**config.mk**
```make
export PLATFORM = sky130hd
export DESIGN_NAME = multdiv_ctrl_flat
export DESIGN_NICKNAME = d
export VERILOG_FILES = /design/src/rtl/multdiv_pkg.sv /design/src/rtl/multdiv_if.sv /design/src/rtl/multdiv_iter.sv /design/src/rtl/multdiv_ctrl.sv /design/src/flat_wrapper.sv
export SDC_FILE = /design/constraint.sdc
export NUM_CORES = 1
export LEC_CHECK = 0
export BUFFER_PORTS_ARGS = -buffer_cell sky130_fd_sc_hd__buf_2
export CAP_MARGIN = 5
export CORE_AREA = 5 5 173 175
export CTS_BUF_LIST = sky130_fd_sc_hd__clkbuf_4
export CTS_CLUSTER_SIZE = 30
export DETAILED_ROUTE_END_ITERATION = 10
export DIE_AREA = 0 0 178 180
export PLACE_DENSITY = 0.69
export RECOVER_POWER = 25
export SYNTH_ARGS = -nofsm -noshare
export SYNTH_HDL_FRONTEND = slang
export SYNTH_SLANG_ARGS = --single-unit
```
**constraint.sdc**
```tcl
create_clock -name clock -period 8.5 [get_ports clock]
set_input_delay 0 -clock clock [delete_from_list [all_inputs] [get_ports clock]]
set_output_delay 0 -clock clock [all_outputs]
set_load 0.02 [all_outputs]
```
**src/rtl/multdiv_pkg.sv**
```systemverilog
// Shared definitions for the execute-stage multiply/divide unit: FSM states,
// datapath step modes, default widths and the ALU-op codes that request it.
package multdiv_pkg;

    localparam int WIDTH_DEF = 32;
    localparam int TAG_W_DEF = 5;

    function automatic int cnt_width(input int w);
        return $clog2(w);
    endfunction

    localparam int CNT_W = cnt_width(WIDTH_DEF);

    typedef enum logic [1:0] {
        IDLE = 2'd0,
        MULT = 2'd1,
        DIV  = 2'd2,
        DONE = 2'd3
    } state_t;

    typedef enum logic {
        MODE_MUL = 1'b0,
        MODE_DIV = 1'b1
    } mode_t;

    // Decode raises start_mult for ALU_MUL and start_div for ALU_DIV.
    typedef enum logic [3:0] {
        ALU_ADD = 4'h0,
        ALU_SUB = 4'h1,
        ALU_AND = 4'h2,
        ALU_OR  = 4'h3,
        ALU_MUL = 4'h8,
        ALU_DIV = 4'h9
    } alu_op_t;

endpackage

```
**src/rtl/multdiv_if.sv**
```systemverilog
// Request/response bundle between the decode/execute latch and the
// multiply/divide unit.
interface multdiv_if
    import multdiv_pkg::*;
#(
    parameter int WIDTH = WIDTH_DEF,
    parameter int TAG_W = TAG_W_DEF
);
    logic             start_mult;
    logic             start_div;
    logic [WIDTH-1:0] A_in;
    logic [WIDTH-1:0] B_in;
    logic [TAG_W-1:0] tag_in;
    logic             busy;
    logic             stall;
    logic [WIDTH-1:0] result;
    logic             result_ready;
    logic             exception;
    logic [TAG_W-1:0] tag_out;

    modport master (
        output start_mult, start_div, A_in, B_in, tag_in,
        input  busy, stall, result, result_ready, exception, tag_out
    );

    modport slave (
        input  start_mult, start_div, A_in, B_in, tag_in,
        output busy, stall, result, result_ready, exception, tag_out
    );
endinterface

```
**src/rtl/multdiv_iter.sv**
```systemverilog
// One iteration of the unsigned datapath: shift-add for multiply, restoring
// compare-subtract-shift for divide. {hi, lo} is the shared working register.
module multdiv_iter
    import multdiv_pkg::*;
#(
    parameter int WIDTH = WIDTH_DEF
) (
    input  mode_t            mode,
    input  logic [WIDTH-1:0] hi,
    input  logic [WIDTH-1:0] lo,
    input  logic [WIDTH-1:0] operand,
    output logic [WIDTH-1:0] hi_nxt,
    output logic [WIDTH-1:0] lo_nxt
);
    logic [WIDTH:0]   sum;
    logic [WIDTH:0]   shifted;
    logic [WIDTH-1:0] diff;

    // NOTE: every output gets a default first so no path can infer a latch.
    always_comb begin
        sum     = '0;
        shifted = '0;
        diff    = '0;
        hi_nxt  = hi;
        lo_nxt  = lo;
        if (mode == MODE_MUL) begin
            // hi accumulates the multiplicand; the carry shifts into hi's MSB.
            sum    = {1'b0, hi} + (lo[0] ? {1'b0, operand} : '0);
            hi_nxt = sum[WIDTH:1];
            lo_nxt = {sum[0], lo[WIDTH-1:1]};
        end else begin
            // hi is the partial remainder, lo shifts dividend out and quotient in.
            shifted = {hi, lo[WIDTH-1]};
            diff    = shifted[WIDTH-1:0] - operand;
            if (shifted >= {1'b0, operand}) begin
                hi_nxt = diff;
                lo_nxt = {lo[WIDTH-2:0], 1'b1};
            end else begin
                hi_nxt = shifted[WIDTH-1:0];
                lo_nxt = {lo[WIDTH-2:0], 1'b0};
            end
        end
    end
endmodule

```
**src/rtl/multdiv_ctrl.sv**
```systemverilog
// Multi-cycle signed multiply/divide controller: FSM, iteration counter,
// sign fixup, overflow detection and the held result registers.
module multdiv_ctrl
    import multdiv_pkg::*;
#(
    parameter int WIDTH = WIDTH_DEF,
    parameter int TAG_W = TAG_W_DEF
) (
    input logic      clock,
    input logic      reset,
    multdiv_if.slave bus
);
    localparam int CW = cnt_width(WIDTH);

    state_t           state, state_nxt;
    logic [CW-1:0]    cnt;
    logic [WIDTH-1:0] hi, lo, op_mag;
    logic [WIDTH-1:0] hi_step, lo_step;
    logic             neg;
    logic [TAG_W-1:0] tag_q;
    logic [WIDTH-1:0] res_q, fix_result;
    logic             exc_q, fix_exc, ready_q, fits;
    logic [TAG_W-1:0] tag_out_q;
    logic             start_any, last_iter, div_zero;
    mode_t            mode;

    function automatic logic [WIDTH-1:0] mag(input logic [WIDTH-1:0] v);
        return v[WIDTH-1] ? -v : v;
    endfunction

    assign start_any = bus.start_mult | bus.start_div;
    assign last_iter = (cnt == CW'(WIDTH - 1));
    assign div_zero  = (state == DIV) && (op_mag == '0);
    assign mode      = (state == DIV) ? MODE_DIV : MODE_MUL;

    multdiv_iter #(.WIDTH(WIDTH)) u_iter (
        .mode    (mode),
        .hi      (hi),
        .lo      (lo),
        .operand (op_mag),
        .hi_nxt  (hi_step),
        .lo_nxt  (lo_step)
    );

    always_comb begin
        state_nxt = state;
        case (state)
            IDLE: begin
                if (bus.start_mult)     state_nxt = MULT;
                else if (bus.start_div) state_nxt = DIV;
            end
            MULT:    if (last_iter) state_nxt = DONE;
            DIV:     if (div_zero || last_iter) state_nxt = DONE;
            DONE:    state_nxt = IDLE;
            default: state_nxt = IDLE;
        endcase
    end

    // Sign fixup on the final step's output, so the result lands on the
    // same edge that enters DONE.
    always_comb begin
        fix_result = '0;
        fix_exc    = 1'b0;
        fits       = 1'b0;
        if (state == MULT) begin
            // A negative product may reach magnitude 2^(WIDTH-1); a positive one may not.
            fits = (hi_step == '0) &&
                   (!lo_step[WIDTH-1] || (neg && (lo_step[WIDTH-2:0] == '0)));
            if (fits) fix_result = neg ? -lo_step : lo_step;
            else      fix_exc    = 1'b1;
        end else if (div_zero) begin
            fix_exc = 1'b1;
        end else if (!neg && lo_step[WIDTH-1]) begin
            fix_exc = 1'b1;
        end else begin
            fix_result = neg ? -lo_step : lo_step;
        end
    end

    // NOTE: state is updated with non-blocking assignments so every register
    // samples pre-edge values regardless of statement order.
    always_ff @(posedge clock) begin
        if (reset) begin
            state     <= IDLE;
            cnt       <= '0;
            hi        <= '0;
            lo        <= '0;
            op_mag    <= '0;
            neg       <= 1'b0;
            tag_q     <= '0;
            res_q     <= '0;
            exc_q     <= 1'b0;
            ready_q   <= 1'b0;
            tag_out_q <= '0;
        end else begin
            state   <= state_nxt;
            ready_q <= 1'b0;
            case (state)
                IDLE: begin
                    if (start_any) begin
                        cnt   <= '0;
                        hi    <= '0;
                        tag_q <= bus.tag_in;
                        neg   <= bus.A_in[WIDTH-1] ^ bus.B_in[WIDTH-1];
                        if (bus.start_mult) begin
                            lo     <= mag(bus.B_in);
                            op_mag <= mag(bus.A_in);
                        end else begin
                            lo     <= mag(bus.A_in);
                            op_mag <= mag(bus.B_in);
                        end
                    end
                end
                MULT, DIV: begin
                    cnt <= cnt + 1'b1;
                    hi  <= hi_step;
                    lo  <= lo_step;
                    if (state_nxt == DONE) begin
                        res_q     <= fix_result;
                        exc_q     <= fix_exc;
                        tag_out_q <= tag_q;
                        ready_q   <= 1'b1;
                    end
                end
                default: ;
            endcase
        end
    end

    assign bus.busy         = (state == MULT) || (state == DIV);
    assign bus.stall        = bus.busy || ((state == IDLE) && start_any);
    assign bus.result       = res_q;
    assign bus.exception    = exc_q;
    assign bus.result_ready = ready_q;
    assign bus.tag_out      = tag_out_q;
endmodule

```
**src/flat_wrapper.sv**
```systemverilog
// flat-port wrapper written by rule: the top's interface ports become plain ports
module multdiv_ctrl_flat import multdiv_pkg::*;
#(
    parameter int WIDTH = WIDTH_DEF,
    parameter int TAG_W = TAG_W_DEF
)
  (clock, reset, bus_start_mult, bus_start_div, bus_A_in, bus_B_in, bus_tag_in, bus_busy, bus_stall, bus_result, bus_result_ready, bus_exception, bus_tag_out);
  multdiv_if #(.WIDTH(WIDTH), .TAG_W(TAG_W)) bus_i ();
  input logic clock;
  input logic reset;
  input wire logic [$bits(bus_i.start_mult)-1:0] bus_start_mult;
  input wire logic [$bits(bus_i.start_div)-1:0] bus_start_div;
  input wire logic [$bits(bus_i.A_in)-1:0] bus_A_in;
  input wire logic [$bits(bus_i.B_in)-1:0] bus_B_in;
  input wire logic [$bits(bus_i.tag_in)-1:0] bus_tag_in;
  output wire logic [$bits(bus_i.busy)-1:0] bus_busy;
  output wire logic [$bits(bus_i.stall)-1:0] bus_stall;
  output wire logic [$bits(bus_i.result)-1:0] bus_result;
  output wire logic [$bits(bus_i.result_ready)-1:0] bus_result_ready;
  output wire logic [$bits(bus_i.exception)-1:0] bus_exception;
  output wire logic [$bits(bus_i.tag_out)-1:0] bus_tag_out;
  assign bus_i.start_mult = bus_start_mult;
  assign bus_i.start_div = bus_start_div;
  assign bus_i.A_in = bus_A_in;
  assign bus_i.B_in = bus_B_in;
  assign bus_i.tag_in = bus_tag_in;
  assign bus_busy = bus_i.busy;
  assign bus_stall = bus_i.stall;
  assign bus_result = bus_i.result;
  assign bus_result_ready = bus_i.result_ready;
  assign bus_exception = bus_i.exception;
  assign bus_tag_out = bus_i.tag_out;
  multdiv_ctrl #(.WIDTH(WIDTH), .TAG_W(TAG_W)) u_core (.clock(clock), .reset(reset), .bus(bus_i));
endmodule
```
==> summary.md <==
| Metric | Value |
|---|---|
| Status | complete, but fails checks |
| Failing checks | max-capacitance violations, max-slew violations |
| Hold path cells | 5 |
| Final setup vio count | 0 |
| Power per cell area | 341.2 nW/um^2 |
| Post-Synth XOR/XNOR Area | 8.576% |
| DRC errors left | 0 |
| Per-cell routed wire length | ~22 um |
| CP Capture Type | flop |
| Setup Skew | approximately 0.041 ns |
| Total Power | around 0.005 W |
| Flop-to-flop setup slack | 2.69 ns |
| Pin count of the biggest net entering global routing | 96 |
| CP arrival | roughly 6.3 ns |
| Post-route cell area | about 15000 um^2 |
| Area grow syn2layout | 11.02% |
| Worst setup startpoint | u_core.state[0]$_SDFF_PP0_ |
| Register area share after synthesis | a little over a fifth |
| Global-route wire length before repair | between 70000 and 80000 um |
| Mapped Area | approximately 14000 um^2 |
| Iteration-0 DRC Markers | around 1700 |
| Top cell type's share of synthesized area | 21.81% |
| Gate Count Post-Synth | roughly 1900 |
| Final worst setup slack | about 2.7 ns |
| Vias/cell | around 6.3 |
| Reg2Reg Launch Point | u_core.state[0]$_SDFF_PP0_ |
| Worst Tran Pin Value | approximately 2.5 ns |
| Routed Antenna Nets | 0 |
| Layout cells sized above 1 | 8.542% |
| Crit path max fanout | roughly 50 |
| Final Hold Fails | 0 |
| DIE HEIGHT | 180 um |
| Slew HR | -66.38% |
| Non-Filler Instances | between 2000 and 2500 |
| FF+latch count, synth | 148 |
| I/O pin cnt | between 100 and 150 |
| Num CTS Buffers | 17 |
| Worst-Skew Late Latency | around 0.62 ns |
| Placed Instances | 2247 |
| H-tree lvl count | 4 |
| Chip width | about 180 um |
| Unrepaired setup endpoints after global routing | no |
| Total Nets Final | between 2000 and 2500 |
| Die area | ~32000 um^2 |
| Cts repair resizes | 0 |
| Drt total wl | roughly 51000 um |
| Setup total negative slack | 0 ns |
| Total of max-cap violations | 2 |
| Ys async rst share | 0% |
| First-pass iteration count of the detailed router | 6 |
| Number of synthesized flops with an enable pin | 0 |
| Clock Pin Slew Worst Setup and Hold Paths | 0.15 ns |
| Synth Area in Adders | 6.835% |
| CTS tree | done |
| Largest family of logic cells by synthesized area | compound AO/OA/AOI/OAI gates |
| HP Class | in2reg |
| Period utilization | 68.30% |
| Clk root buf | clkbuf_4 |
| Syn_nets | approximately 2000 |
| DP HPWL | slightly below 40000 um |
| Post-layout min period | slightly below 6 ns |
| Overall global routing resource usage | a little over 30% |
| Most used DFF post-synth | dfxtp_1 |
| Yosys warnings | 0 |
| I/O Buffers | approximately 110 |
| R2R depth | 13 |
| Total number of vias | roughly 15000 |
| Hold Path Origin | bus_B_in[16] |
| Sink Count | around 150 |
| Most common cell in the netlist | nand2_1 |
| Initial Util | between 40% and 50% |
| Clock buffer depth | 2 |
| Pleak | 5.962 nW |
| Mux contribution to synthesized area | about 3.7% |
| Pins over their slew limit | 77 |
| Setup CP Type | reg2reg |
| CP startpoint kind | flop |
| Critical path required time | 9.04 ns |
| Top cells by area, synth | dfxtp_1 (22%), ha_1 (6.5%), nand2_1 (5.9%) |
| Mean Syn Cell Area | between 7 and 8 um^2 |
| Pre-CTS WS | about 2.9 ns |
| Antenna violations before repair | 3 |
| Rows | 62 |
| Highest clock rate | about 0.17 GHz |
| Number of global-route vias before repair | between 10000 and 15000 |
| Synth cell count leaders | nand2_1 (215), nor2_1 (196), dfxtp_1 (148) |
| Core Area | ~28000 um^2 |
| VDD IR max | 0.0001754 V |
| Yosys cell types | 86 |
| Post-DP Area | 14220 um^2 |
| Synth area leader | dfxtp_1 |
| Synth Area in Compound Gates | 27.78% |
| GP Congestion | between 1 and 1.5 |
| GR Overflow Total | 0 |
| Post-synthesis simple-gate area fraction | ~25% |
## cell families after synthesis
family,count (synthesis)
AO/OA/AOI/OAI,551
XOR/XNOR,133
adder cells (fa/ha/maj),73
buffers and inverters,191
flip-flops,148
multiplexers,49
AND/OR/NAND/NOR,718
## routing by layer
layer	track usage, %	vias up	share of wire [%]
met3	5.903	134	10
met1	44.42	6865	44
li1	-	6959	-
met2	44.15	808	42
met5	0	-	0.051
met4	10.83	4	3.9
## timing repair
action                                 in CTS  in global routing
buffers inserted                            0                  0
hold buffers                               60                  0
endpoints found under the hold margin      55                  0
## sequential cells by signal (all words and copies together), names as in the netlist
| signal | cells |
|---|---|
| u_core.lo | 32 |
| u_core.neg | 1 |
| u_core.bus.result_ready | 1 |
| u_core.bus.result | 32 |
| u_core.bus.tag_out | 5 |
| u_core.bus.exception | 1 |
| u_core.op_mag | 32 |
| u_core.tag_q | 5 |
| u_core.hi | 32 |
| u_core.state | 2 |
| u_core.cnt | 5 |
## through the flow
stage | hold WS, ns | utilization (%)
after global routing | 0.03326 | 53.25
final | 0.03219 | 53.26
after floorplan | 0.1360 | -
after global placement | 0.2448 | 50.23
after CTS | 0.0006259 | 53.46
after detailed placement | 0.2512 | 50.23
## critical path: stages, from the launching register on
cell	delay, ns
dfxtp_1	0.38
inv_1	0.14
ha_4	0.61
inv_1	0.29
buf_4	0.32
nor4_1	0.58
nand4_1	0.15
nor3_1	0.55
o31ai_1	0.15
a32oi_1	0.23
and3_1	0.73
nand2_1	0.24
o31ai_4	1.08
a22o_1	0.24
## cell usage in the layout (no fill, tap or decap), drive strengths merged, types with 25 or more instances in the layout
master,Yosys,routed
mux2i,40,40
o21ai,92,92
buf,37,86
a211oi,32,32
dfxtp,148,148
nor3,63,63
a21oi,148,148
a21o,25,25
nand2,216,216
dlygate4sd3,0,60
ha,71,71
or3,25,25
nand3,28,28
a22o,32,32
and2,39,39
o211ai,61,61
nand4,34,34
nor4,28,28
xor2,68,68
nor2,197,197
inv,62,71
xnor2,65,65
clkbuf,91,59
## report_power, final
| part | internal, W | total [W] | switching (W) |
|---|---|---|---|
| Clock | 0.000189 | 0.000508 | 0.000319 |
| Combinational | 0.00121 | 0.00356 | 0.00235 |
| Sequential | 0.000856 | 0.00107 | 0.000217 |
## path summary, 6_finish.rpt
| check | to |
|---|---|
| setup / recovery | u_core.bus.result[26]$_SDFFE_PP0P_ |
| hold reg to reg | u_core.tag_q[4]$_SDFFE_PP0P_ |
| hold / removal | u_core.lo[16]$_SDFFE_PP0P_ |
| setup reg to reg | u_core.bus.result[26]$_SDFFE_PP0P_ |
## cell type report
type	instances	area, um^2
Fill cell	2763	13240
Multi-Input combinational cell	1524	9859
Sequential cell	148	2963
Timing Repair Buffer	188	1221
Tap cell	384	480.5
Inverter	63	236.5
Clock inverter	15	186.4
Clock buffer	17	127.6
Antenna cell	2	5.005
No activity file was read; power rests on OpenSTA's default activity.
